File: config.mk
export PLATFORM = sky130hd
export DESIGN_NAME = ofs_plat_ccip_c1_wr_rsp_packer
export DESIGN_NICKNAME = d
export VERILOG_FILES = /design/src/rtl/ofs_plat_ccip_c1_wr_rsp_packer_pkg.sv /design/src/rtl/ofs_plat_ccip_c1_wr_rsp_packer_tbl.sv /design/src/rtl/ofs_plat_ccip_c1_wr_rsp_packer.sv
export SDC_FILE = /design/constraint.sdc
export NUM_CORES = 2
export LEC_CHECK = 0
export BUFFER_PORTS_ARGS = -buffer_cell sky130_fd_sc_hd__buf_2
export CAP_MARGIN = 40
export CORE_MARGIN = 8
export CORE_UTILIZATION = 35
export CTS_CLUSTER_DIAMETER = 120
export DETAILED_ROUTE_END_ITERATION = 10
export MAX_ROUTING_LAYER = met4
export PLACE_DENSITY = 0.53
export RECOVER_POWER = 50
export SYNTH_ARGS = -nofsm -noshare
export SYNTH_HDL_FRONTEND = slang
export SYNTH_SLANG_ARGS = --single-unit
export TNS_END_PERCENT = 20
File: constraint.sdc
create_clock -name clk -period 43 [get_ports clk]
set_input_delay 6.45 -clock clk [delete_from_list [all_inputs] [get_ports clk]]
set_output_delay 6.45 -clock clk [all_outputs]
set_load 0.05 [all_outputs]
File: src/rtl/ofs_plat_ccip_c1_wr_rsp_packer_pkg.sv
// ofs_plat_ccip_c1_wr_rsp_packer_pkg: CCI-P c1 types and write-response packing helpers
package ofs_plat_ccip_c1_wr_rsp_packer_pkg;
  typedef logic [1:0] t_ccip_clLen;
  localparam t_ccip_clLen eCL_LEN_1 = 2'd0;
  localparam t_ccip_clLen eCL_LEN_2 = 2'd1;
  localparam t_ccip_clLen eCL_LEN_4 = 2'd3;
  typedef logic [3:0] t_ccip_c1_req;
  localparam t_ccip_c1_req eREQ_WRLINE_I = 4'h0;
  localparam t_ccip_c1_req eREQ_WRLINE_M = 4'h1;
  localparam t_ccip_c1_req eREQ_WRFENCE = 4'h4;
  localparam t_ccip_c1_req eREQ_INTR = 4'h6;
  typedef logic [3:0] t_ccip_c1_rsp;
  localparam t_ccip_c1_rsp eRSP_WRLINE = 4'h0;
  localparam t_ccip_c1_rsp eRSP_WRFENCE = 4'h4;
  localparam t_ccip_c1_rsp eRSP_INTR = 4'h6;
  typedef logic [15:0] t_ccip_mdata;
  typedef struct packed {
    t_ccip_c1_req req_type;
    logic sop;
    t_ccip_clLen cl_len;
    t_ccip_mdata mdata;
  } t_ccip_c1_ReqMemHdr;
  typedef struct packed {
    t_ccip_c1_rsp resp_type;
    logic format;
    t_ccip_clLen cl_num;
    t_ccip_mdata mdata;
  } t_ccip_c1_RspMemHdr;
  typedef struct packed {
    t_ccip_c1_RspMemHdr hdr;
    logic rspValid;
  } t_if_ccip_c1_Rx;
  typedef struct packed {
    t_ccip_clLen exp_len;
    logic [1:0] rcv_cnt;
  } t_ccip_wr_pack_entry;
  function automatic logic ccip_c1Rx_isPackedWriteRsp(t_if_ccip_c1_Rx rx);
    return rx.rspValid && rx.hdr.resp_type == eRSP_WRLINE && rx.hdr.format;
  endfunction
  function automatic logic ccip_c1Rx_isUnpackedWriteRsp(t_if_ccip_c1_Rx rx);
    return rx.rspValid && rx.hdr.resp_type == eRSP_WRLINE && !rx.hdr.format;
  endfunction
endpackage

File: src/rtl/ofs_plat_ccip_c1_wr_rsp_packer_tbl.sv
// ofs_plat_ccip_c1_wr_rsp_packer_tbl: per-tag length/count table with write-through read bypass
module ofs_plat_ccip_c1_wr_rsp_packer_tbl
  import ofs_plat_ccip_c1_wr_rsp_packer_pkg::*;
#(
  parameter int TAG_WIDTH = 9
) (
  input logic clk,
  input logic wr_en,
  input logic [TAG_WIDTH-1:0] wr_idx,
  input t_ccip_wr_pack_entry wr_data,
  input logic [TAG_WIDTH-1:0] rd_idx,
  output t_ccip_wr_pack_entry rd_data
);
  t_ccip_wr_pack_entry mem [2**TAG_WIDTH];
  // single write port, no reset: entries are initialised when a request is recorded
  always_ff @(posedge clk) if (wr_en) mem[wr_idx] <= wr_data;
  // registered read; a same-cycle write to the same tag is forwarded so the reader never sees stale data
  always_ff @(posedge clk) rd_data <= (wr_en && wr_idx == rd_idx) ? wr_data : mem[rd_idx];
endmodule

File: src/rtl/ofs_plat_ccip_c1_wr_rsp_packer.sv
// ofs_plat_ccip_c1_wr_rsp_packer: merge per-line c1 write completions into one packed response per request
module ofs_plat_ccip_c1_wr_rsp_packer
  import ofs_plat_ccip_c1_wr_rsp_packer_pkg::*;
#(
  parameter int TAG_WIDTH = 9,
  parameter int CHECK_ERRORS = 1
) (
  input logic clk,
  input logic reset_n,
  input logic c1Tx_valid,
  input t_ccip_c1_ReqMemHdr c1Tx_hdr,
  input t_if_ccip_c1_Rx fiu_c1Rx,
  output t_if_ccip_c1_Rx afu_c1Rx,
  output logic err_unexpected
);
  typedef logic [TAG_WIDTH-1:0] t_tag;
  logic [2**TAG_WIDTH-1:0] busy, busy_d;
  logic rec, s2_valid, s2_busy, s2_pk, s2_upk, last, bad, upd, clr, emit, out_valid, tbl_wr, unused;
  t_tag rec_tag, s1_tag, s2_tag, tbl_idx;
  t_ccip_c1_RspMemHdr s2_hdr, out_hdr, out_hdr_d;
  t_ccip_wr_pack_entry s2_ent, tbl_wdata;
  t_if_ccip_c1_Rx s2_rx;
  assign unused = ^c1Tx_hdr.mdata[15:TAG_WIDTH];
  assign rec = c1Tx_valid && c1Tx_hdr.sop &&
               (c1Tx_hdr.req_type == eREQ_WRLINE_I || c1Tx_hdr.req_type == eREQ_WRLINE_M);
  assign rec_tag = c1Tx_hdr.mdata[TAG_WIDTH-1:0];
  assign s1_tag = fiu_c1Rx.hdr.mdata[TAG_WIDTH-1:0];
  assign s2_tag = s2_hdr.mdata[TAG_WIDTH-1:0];
  assign s2_rx = '{hdr: s2_hdr, rspValid: s2_valid};
  assign s2_pk = ccip_c1Rx_isPackedWriteRsp(s2_rx);
  assign s2_upk = ccip_c1Rx_isUnpackedWriteRsp(s2_rx);
  assign last = s2_ent.rcv_cnt == s2_ent.exp_len;
  assign bad = (CHECK_ERRORS != 0) && (s2_pk || s2_upk) &&
               (!s2_busy || (s2_upk && (s2_ent.rcv_cnt > s2_ent.exp_len || s2_hdr.cl_num != s2_ent.rcv_cnt)));
  assign upd = s2_upk && !bad && !last;
  assign clr = (s2_pk || (s2_upk && last)) && !bad;
  assign emit = s2_valid && !bad && !upd;
  assign out_hdr_d = s2_upk ? t_ccip_c1_RspMemHdr'{resp_type: s2_hdr.resp_type, format: 1'b1,
                                                   cl_num: s2_ent.exp_len, mdata: s2_hdr.mdata} : s2_hdr;
  // recording a new request outranks the counter update on the shared write port
  assign tbl_wr = rec || upd;
  assign tbl_idx = rec ? rec_tag : s2_tag;
  assign tbl_wdata = rec ? t_ccip_wr_pack_entry'{exp_len: c1Tx_hdr.cl_len, rcv_cnt: 2'd0}
                         : t_ccip_wr_pack_entry'{exp_len: s2_ent.exp_len, rcv_cnt: s2_ent.rcv_cnt + 2'd1};
  // next busy vector: a record on a tag freed this same cycle leaves it busy
  always_comb begin
    busy_d = busy;
    if (clr) busy_d[s2_tag] = 1'b0;
    if (rec) busy_d[rec_tag] = 1'b1;
  end
  ofs_plat_ccip_c1_wr_rsp_packer_tbl #(.TAG_WIDTH(TAG_WIDTH)) tbl (
    .clk(clk),
    .wr_en(tbl_wr),
    .wr_idx(tbl_idx),
    .wr_data(tbl_wdata),
    .rd_idx(s1_tag),
    .rd_data(s2_ent)
  );
  // control state: valids, busy flags and the sticky error
  always_ff @(posedge clk or negedge reset_n) begin
    if (!reset_n) begin
      busy <= '0;
      s2_valid <= 1'b0;
      out_valid <= 1'b0;
      err_unexpected <= 1'b0;
    end else begin
      busy <= busy_d;
      s2_valid <= fiu_c1Rx.rspValid;
      out_valid <= emit;
      err_unexpected <= err_unexpected || bad;
    end
  end
  // datapath registers; busy is sampled from the next-state vector so back-to-back beats see fresh state
  always_ff @(posedge clk) begin
    s2_hdr <= fiu_c1Rx.hdr;
    s2_busy <= busy_d[s1_tag];
    out_hdr <= out_hdr_d;
  end
  assign afu_c1Rx = '{hdr: out_hdr, rspValid: out_valid};
endmodule

==> results.sh <==
export IMPL_min_from="s2_hdr[12]$_DFF_P_"
export IMPL_vias=69591
export IMPL_drc_errors=0
export IMPL_hold_buffers=0
export IMPL_dp_hpwl_um=231000
export IMPL_die_w_um=571
export IMPL_cts_root_buf="clkbuf_16"
export IMPL_synth_nets=7132
export IMPL_status="finished with violations"
export IMPL_period_share_pct=57.8
export IMPL_die_h_um=571
export IMPL_num_rows=204
export IMPL_ant_nets=0
export IMPL_max_freq_mhz=40.2
export IMPL_dieArea_um2=327000
export IMPL_final_max_slew_viol_count=2000
export IMPL_overflow=0
export IMPL_clk_latency_ns=0.92
export IMPL_worstPathBufferInverterCount=6
export IMPL_routed_wl_met2_um=172000
export IMPL_synth_top_area_share_pct=56.9
export IMPL_crit_arrival_ns=25.56
export IMPL_async_reset_ff_share_pct=19.7
export IMPL_required_ns=43.71
export IMPL_grt_max_degree=231
export IMPL_coreArea_um2=308000
export IMPL_grt_util_all_layers_pct=23.0
export IMPL_crit_start="s2_hdr[0]$_DFF_P_"
export IMPL_r2r_start="s2_hdr[0]$_DFF_P_"
export IMPL_synth_seq_area_share_pct=69.8
export IMPL_violations="capacitance limit, slew limit"
export IMPL_fin_nets=7204
export IMPL_ios=75
export IMPL_power_density_nw_per_um2=46.6
export IMPL_tightest_slew_ns=8.87
export IMPL_crit_path_max_incr_delay_ns=5.04
export IMPL_min_path_type="reg -> reg"
export IMPL_wl_um=376000
export IMPL_grt_pass1_wl_um=527000
export IMPL_ys_top_cells_by_area="edfxtp_1, dfrtp_1, mux4_2"
export IMPL_ir_drop_mv=0.0342
export IMPL_synthesis_instances=7080
export IMPL_fillers=28341
export IMPL_post_cts_resize_count=0
export IMPL_placed_area_um2=114000
export IMPL_cap_violations=39
export IMPL_design_area_um2=123000
export IMPL_clockBufferDepth=4
export IMPL_route_met3_wl_um=37900
export IMPL_cp_end_kind="flop"
export IMPL_routed_top_layer="met4"
export IMPL_cts_tree="yes"
export IMPL_synth_area_um2=108000
export IMPL_finalWeightedCongestion=0.973
export IMPL_path_class="reg -> reg"
export IMPL_slowest_stage="clkbuf_1"
export IMPL_antenna_found_initial=22
export IMPL_met1_length_um=148000
export IMPL_synth_seq_cells=2610
export IMPL_start_kind="flop"
export IMPL_yosysWarnings=0
export IMPL_leakagePower_nw=37.9
export IMPL_finalClockSkew_ns=0.0768
export IMPL_yosys_area_top_type="edfxtp_1"
export IMPL_via_per_inst=6.04
export IMPL_drt_initial_drc_count=9979
export IMPL_finalSetupTns_ns=0
export IMPL_synth_most_common_cell="edfxtp_1"
export IMPL_clkSlewWorstSetupHoldPaths_ns=0.06
export IMPL_avgSynthCellArea_um2=15.3
export IMPL_synth_cell_types=95
export IMPL_cts_sinks=2610
export IMPL_port_buffers=66
export IMPL_hold_viol_final=0
export IMPL_synth_edff_count=2048
export IMPL_crit_family="buffers and inverters"
export IMPL_cts_buffers=291
export IMPL_drt_pass1_iterations=9
export IMPL_crit_fanout=87
export IMPL_max_slew_margin_pct=-491
export IMPL_cp_common_cell="clkbuf_1"
export IMPL_cts_setup_buffers=0
export IMPL_synth_common_cells="edfxtp_1, o21ai_0, nor2_1, dfrtp_1, mux4_2"
export IMPL_grt_pass1_vias=68793
export IMPL_cts_max_level=5
export IMPL_grt_setup_unrepaired="false"
export IMPL_area_delta_synth_final_pct=13.7
export IMPL_layout_drive_gt1_share_pct=17.1
export IMPL_ys_flop_type="edfxtp_1"
export IMPL_setup_viol=0
export IMPL_fin_crit_ns=24.86
export IMPL_start_util_pct=35.1
export IMPL_wl_per_cell_um=32.7
-- per-layer routing --
layer  global-route usage [%]  up-vias
met3                     5.21      921
met4                     9.23        0
met1                     30.1    36501
met5                        -        -
met2                     35.0     4133
li1                         -    28036
-- state kept, by name, indices dropped and copies added, names as in the netlist --
| name | cells |
|---|---|
| out_valid | 1 |
| s2_valid | 1 |
| afu_c1Rx | 23 |
| tbl.mem | 2048 |
| busy | 512 |
| err_unexpected | 1 |
| s2_hdr | 23 |
| s2_busy | 1 |
-- cell usage in the layout, fill, tap and decap left out, types with 29 or more instances in the layout --
master,instances
a221oi_1,46
clkinv_1,52
clkbuf_16,303
a22oi_1,148
nand2b_1,31
nor4_1,32
edfxtp_1,2048
nand4_1,40
clkbuf_1,131
o21ai_0,955
a22o_1,29
o22ai_1,37
o211ai_1,48
nor2_1,730
dfrtp_1,515
inv_1,35
buf_2,38
nand3_1,80
a31oi_1,34
mux4_2,502
a21oi_1,125
mux2i_1,199
nor3_1,65
clkinv_2,52
dfxtp_1,46
buf_4,184
nand2_1,315
-- metrics by stage --
stage | std cells | worst slack [ns] | total power [mW] | util [%] | hold slack [ns]
after floorplan | 7080 | 18.99 | 3.20 | - | 0.310
after detailed placement | 10976 | 31.26 | 3.31 | 37.0 | 0.312
after global placement | 10937 | 30.97 | 3.29 | 36.8 | 0.310
final | 11525 | 18.14 | 5.73 | 39.9 | 0.324
after CTS | 11498 | 31.48 | 5.76 | 40.0 | 0.325
after global routing | 11509 | 15.90 | 5.88 | 39.9 | 0.331
-- where the power goes --
part           switching (mW)  internal, mW  total [mW]
registers             0.00720          2.85        2.86
logic                   0.313        0.0992       0.412
clock network            1.04          1.42        2.46
total                    1.36          4.37        5.73
-- path summary, 6_finish.rpt --
path,to,slack (ns),depth (start not counted)
worst max-delay path,s2_busy$_DFF_P_,18.14,25
max in group asynchronous,busy[472]$_DFF_PN0_,23.40,4
worst max register to register,s2_busy$_DFF_P_,18.14,25
min in group asynchronous,busy[73]$_DFF_PN0_,7.41,1
worst min register to register,afu_c1Rx[13]$_DFF_P_,0.32,0
worst min-delay path,afu_c1Rx[13]$_DFF_P_,0.32,0
-- kinds of logic (layout without fill, tap and decap cells) --
group,count (synthesis),after routing,share of synthesized area [%]
muxes,706,706,12.4
and+or+nand+nor,1461,1461,5.97
adders and majority gates,2,2,0.0232
DFF,2610,2610,69.8
other,0,24,0
xor gates and xnor gates,1,1,0.00811
buffers and inverters,588,889,2.22
AOI/OAI and AO/OA,1712,1712,9.66
-- layout make-up --
cell class,instances,area [um^2],area share [%]
repair buffers,326,2450,1.99
clock inverters,153,1360,1.11
diodes,24,60.1,0.0489
flip-flops and latches,2610,75300,61.3
clock buffers,369,7920,6.45
inverters,41,161,0.131
multi-input cells,3882,30400,24.7
well taps,4120,5150,4.20
No activity file was read; power rests on OpenSTA's default activity.
